--- src/rtl/motor_ramp_sequencer.sv ---
// Motor speed ramp sequencer: one-step speed ramps, dead time on reversal,
// level-sensitive emergency stop; every output is registered.
module motor_ramp_sequencer #(
   parameter int RAMP_TICKS = 1000000,
   parameter int DEAD_TICKS = 500000
) (
   input  logic       clk,
   input  logic       reset,
   input  logic       cmd_valid,
   output logic       cmd_ready,
   input  logic [1:0] cmd_speed,
   input  logic       cmd_dir,
   input  logic       estop,
   output logic [1:0] pwm_speed,
   output logic       pwm_on,
   output logic       motor_dir,
   output logic       busy
);

   localparam int MAXT = (RAMP_TICKS > DEAD_TICKS) ? RAMP_TICKS : DEAD_TICKS;
   localparam int CW = $clog2(MAXT + 1);

   typedef enum logic [2:0] {
      IDLE,
      RAMP_UP,
      RAMP_DOWN,
      DEADTIME,
      HOLD
   } state_t;

   state_t        state, state_n;
   logic [CW-1:0] cnt, cnt_n;
   logic [1:0]    target_speed, target_speed_n;
   logic [1:0]    speed_n;
   logic          target_dir, target_dir_n;
   logic          dir_n;
   logic          accept;
   logic          ramp_wrap;
   logic          dead_wrap;

   always_comb begin
      state_n        = state;
      cnt_n          = cnt;
      speed_n        = pwm_speed;
      dir_n          = motor_dir;
      target_speed_n = target_speed;
      target_dir_n   = target_dir;
      accept         = cmd_valid && cmd_ready && !estop;
      ramp_wrap      = (cnt == CW'(RAMP_TICKS - 1));
      dead_wrap      = (cnt == CW'(DEAD_TICKS - 1));

      if (estop) begin
         state_n        = IDLE;
         speed_n        = 2'd0;
         target_speed_n = 2'd0;
         cnt_n          = '0;
      end else begin
         unique case (state)
            IDLE, HOLD: begin
               if (accept) begin
                  target_speed_n = cmd_speed;
                  target_dir_n   = cmd_dir;
                  if (cmd_dir != motor_dir)
                     state_n = (pwm_speed != 2'd0) ? RAMP_DOWN : DEADTIME;
                  else if (cmd_speed > pwm_speed)
                     state_n = RAMP_UP;
                  else if (cmd_speed < pwm_speed)
                     state_n = RAMP_DOWN;
                  else
                     state_n = (cmd_speed != 2'd0) ? HOLD : IDLE;
               end
            end
            RAMP_UP: begin
               cnt_n = cnt + 1'b1;
               if (ramp_wrap) begin
                  cnt_n = '0;
                  if (pwm_speed != 2'd3)
                     speed_n = pwm_speed + 2'd1;
                  if (speed_n >= target_speed)
                     state_n = HOLD;
               end
            end
            RAMP_DOWN: begin
               cnt_n = cnt + 1'b1;
               if (ramp_wrap) begin
                  cnt_n = '0;
                  if (pwm_speed != 2'd0)
                     speed_n = pwm_speed - 2'd1;
                  // a pending reversal always ramps all the way to zero
                  if (target_dir != motor_dir) begin
                     if (speed_n == 2'd0)
                        state_n = DEADTIME;
                  end else if (speed_n <= target_speed) begin
                     state_n = (target_speed == 2'd0) ? IDLE : HOLD;
                  end
               end
            end
            DEADTIME: begin
               speed_n = 2'd0;
               cnt_n   = cnt + 1'b1;
               if (dead_wrap) begin
                  dir_n   = target_dir;
                  state_n = (target_speed != 2'd0) ? RAMP_UP : IDLE;
               end
            end
            default: state_n = IDLE;
         endcase
         if (state_n != state)
            cnt_n = '0;
      end
   end

   always_ff @(posedge clk) begin
      if (reset) begin
         state        <= IDLE;
         cnt          <= '0;
         pwm_speed    <= 2'd0;
         pwm_on       <= 1'b0;
         motor_dir    <= 1'b0;
         target_speed <= 2'd0;
         target_dir   <= 1'b0;
         busy         <= 1'b0;
         cmd_ready    <= 1'b1;
      end else begin
         state        <= state_n;
         cnt          <= cnt_n;
         pwm_speed    <= speed_n;
         pwm_on       <= (speed_n != 2'd0);
         motor_dir    <= dir_n;
         target_speed <= target_speed_n;
         target_dir   <= target_dir_n;
         busy         <= (state_n inside {RAMP_UP, RAMP_DOWN, DEADTIME});
         cmd_ready    <= (state_n == IDLE || state_n == HOLD) && !estop;
      end
   end

endmodule

--- config.mk ---
export PLATFORM = sky130hd
export DESIGN_NAME = motor_ramp_sequencer
export DESIGN_NICKNAME = d
export VERILOG_FILES = /design/src/rtl/motor_ramp_sequencer.sv
export SDC_FILE = /design/constraint.sdc
export NUM_CORES = 1
export LEC_CHECK = 0
export ABC_AREA = 1
export BUFFER_PORTS_ARGS = -buffer_cell sky130_fd_sc_hd__buf_2
export CORE_UTILIZATION = 55
export CTS_BUF_LIST = sky130_fd_sc_hd__clkbuf_8
export CTS_CLUSTER_SIZE = 12
export DETAILED_ROUTE_END_ITERATION = 7
export GPL_TIMING_DRIVEN = 0
export PLACE_DENSITY = 0.8
export SKIP_CTS_REPAIR_TIMING = 1
export SKIP_LAST_GASP = 1
export SYNTH_ARGS = -nofsm -noshare
export SYNTH_HDL_FRONTEND = slang
export SYNTH_SLANG_ARGS = --single-unit
--- constraint.sdc ---
create_clock -name clk -period 3.2 [get_ports clk]
set_input_delay 0.64 -clock clk [delete_from_list [all_inputs] [get_ports clk]]
set_output_delay 0.64 -clock clk [all_outputs]
set_load 0.1 [all_outputs]
==> impl_results.md <==
* Status: finished clean
* TritonCTS buffer count at 5
* Critical path class: reg2reg
* Vias in the first global route at 1940
* Final setup viols at 0
* First DRT Iteration DRCs at 165
* DR pass1 iterations at 4
* Initial antenna violation count at 0
* Post-synth net total at 357
* Fmax at 0.466 GHz
* Yosys warns at 0
* Die Area at 0.00460 mm²
* Seq pwr share at 42.7%
* Maximum fanout along the worst path at 10
* Horiz. Die Dim at 67.8 µm
* VDD IR max at 0.000271 V
* # IOs at 13
* Most frequent cells in the layout: nand2_1 (67), nor2_1 (44), inv_1 (39)
* Final net count at 376
* Slowest-stage cell, CP: dfxtp_1
* CP required at 3.41 ns
* Die height at 67.8 µm
* HPWL after DPL at 3.92 mm
* Sw frac at 25.3%
* CTS Root Cell: clkbuf_8
* Int Pwr at 0.712 mW
* Fraction of layout cells with a size suffix above 1 at 25.3%
* Final Critical Period at 2.15 ns
* Final core utilization at 64.4%
* Area growth syn-to-layout at 10.5%
* Sw Pwr at 0.241 mW
* Worst-path clk slew at 0.07 ns
* Yosys reg bits at 32
* Drt drc at 0
* Placer Congestion at 0.904
* Startpoint types: register
* CTS Buffer Depth at 2
* P_leak at 1.03 nW
* Distinct cells, synth at 37
* Commonest non-fill, non-tap cell in the layout: nand2_1
* Fin. Hold Viols at 0
* Core area at 0.00409 mm²
* Largest net degree at the start of global routing at 11
* Antenna Cells at 0
* Clock Latency Late Sink at 0.29 ns
* Slew @ Worst Pin at 0.489 ns
* Clock share of power at 45.6%
* CTS tree: done
* Final setup TNS at 0 ns
* Post-synthesis sequential area ratio at 26.9%
* Slowest Stage Delay on Critical Path at 0.37 ns
* Via count at 2206
* GRT Resource Usage Total at 25.7%
* Avg Cell Area, Syn at 6.95 µm²
* Final Cycle Share at 67.1%
* Clock Sinks at 32
* Gate Count Post-Synth at 343
* Max-cap violations at 0
* Synth Cell Area at 0.00238 mm²
* CP endpoint kind: register
* Worst hold path class: reg2reg
* Htree depth at 2
* RSZ-0062 raised after global routing: no
* Num rows at 23
* Clock Skew at 0.00886 ns
* Critical path's top delay family: simple AND/OR/NAND/NOR gates
* Critical Path AT at 2.36 ns
* PwrDens at 362 mW/mm²
* Initial Utilization at 58.3%
* Max-slew violations at 0
* First-pass GRT wire length at 8.84 mm
* Vias per std cell at 5.34
* Rel. slew slack at 67.6%
* Combinational power share at 11.7%
* Critical path, cell by cell: nor2_1 > inv_1 > ha_1 > nand2_1 > nand3b_1 > nand4_2 > nor2_1 > nor2_1 > nand2_1 > nand2_1 > nand3_2 > buf_6 > nor3_2
* Port bufs at 12
* Routed Antenna Nets at 0
* Drt wl/cell at 12.7 µm
* Buffers and inverters on the worst path at 2
* Wirelength, routed at 5.23 mm
* Grt ovf at 0
routing by layer:
layer	share of wire [%]	routed length, µm	track usage [%]	vias up
li1	-	-	-	1157
met1	48	2480	34.5	961
met2	44	2300	39.5	77
met3	5.9	309	4.83	11
met4	2.5	129	12.0	0
met5	0	0	0	-
cell type report:
| class | instances | area, µm² |
|---|---|---|
| multi-input cells | 256 | 1490 |
| clock buffers | 7 | 96.3 |
| fillers | 363 | 1460 |
| inverters | 47 | 178 |
| flip-flops and latches | 32 | 641 |
| plain buffers | 8 | 71.3 |
| clock inverters | 1 | 30.0 |
| well taps | 50 | 62.6 |
| repair buffers | 12 | 60.1 |
synth_stat cells, drive strengths merged:
master / n / area (µm²)
nand4: 10 / 68.8
buf: 8 / 71.3
a2bb2oi: 1 / 8.76
nor3: 25 / 225
a31o: 1 / 8.76
nand2: 74 / 300
and2: 1 / 6.26
o21bai: 3 / 22.5
inv: 46 / 173
o21a: 1 / 7.51
a21oi: 10 / 50.1
a211oi: 3 / 22.5
nor2: 60 / 300
o21ai: 10 / 61.3
dfxtp: 32 / 641
or2: 4 / 25.0
xor2: 4 / 35.0
nand3b: 2 / 15.0
o22a: 1 / 8.76
nand3: 36 / 213
ha: 7 / 87.6
o221ai: 1 / 8.76
xnor2: 2 / 17.5
clkinv: 1 / 5.00
kinds of logic (layout without fill, tap and decap cells):
kind of cell / after synthesis / count (layout) / share of synthesized area, %
flops: 32 / 32 / 26.9
simple gates: 212 / 212 / 48.4
compound gates: 31 / 31 / 8.35
fa+ha+maj: 7 / 7 / 3.68
buf+inv: 55 / 75 / 10.5
xor+xnor: 6 / 6 / 2.21
power by group through the flow:
stage	clock [mW]	sequential [mW]	combinational [mW]
6_report	0.434	0.406	0.112
2_1_floorplan	0	0.427	0.0770
3_3_place_gp	0	0.415	0.110
3_5_place_dp	0	0.415	0.112
5_1_grt	0.457	0.407	0.123
4_1_cts	0.438	0.406	0.112
worst register-to-register path: cells and delay by family (launching register included):
| kind | cells | cell delay [ns] |
|---|---|---|
| AND/OR/NAND/NOR | 10 | 1.17 |
| adder cells (fa/ha/maj) | 1 | 0.29 |
| flip-flops | 1 | 0.37 |
| buffers and inverters | 2 | 0.25 |
flip-flops by register name, indices dropped and copies added, names as in the netlist:
name and count:
busy 1, motor_dir 1, cnt 20, target_dir 1
target_speed 2, pwm_speed 2, state 3, pwm_on 1
cmd_ready 1
final timing paths:
check	from	slack, ns	end	depth (start not counted)
hold / removal	motor_dir	0.52	motor_dir	2
setup reg to reg	pwm_speed[0]	1.05	cnt[11]	13
setup / recovery	pwm_speed[0]	1.05	cnt[11]	13
hold reg to reg	motor_dir	0.52	motor_dir	2
stage by stage:
stage / instance area, µm² / total power, mW / setup slack (ns) / instances / hold slack, ns
floorplan: 2380 / 0.504 / 0.652 / 343 / 0.484
global placement: 2500 / 0.525 / 0.953 / 405 / 0.505
detailed placement: 2500 / 0.527 / 0.914 / 405 / 0.509
CTS: 2630 / 0.957 / 1.06 / 413 / 0.520
global route: 2630 / 0.987 / 0.851 / 413 / 0.541
finish: 2630 / 0.952 / 1.05 / 413 / 0.516
Note: power is estimated with default switching activity, not from simulation.
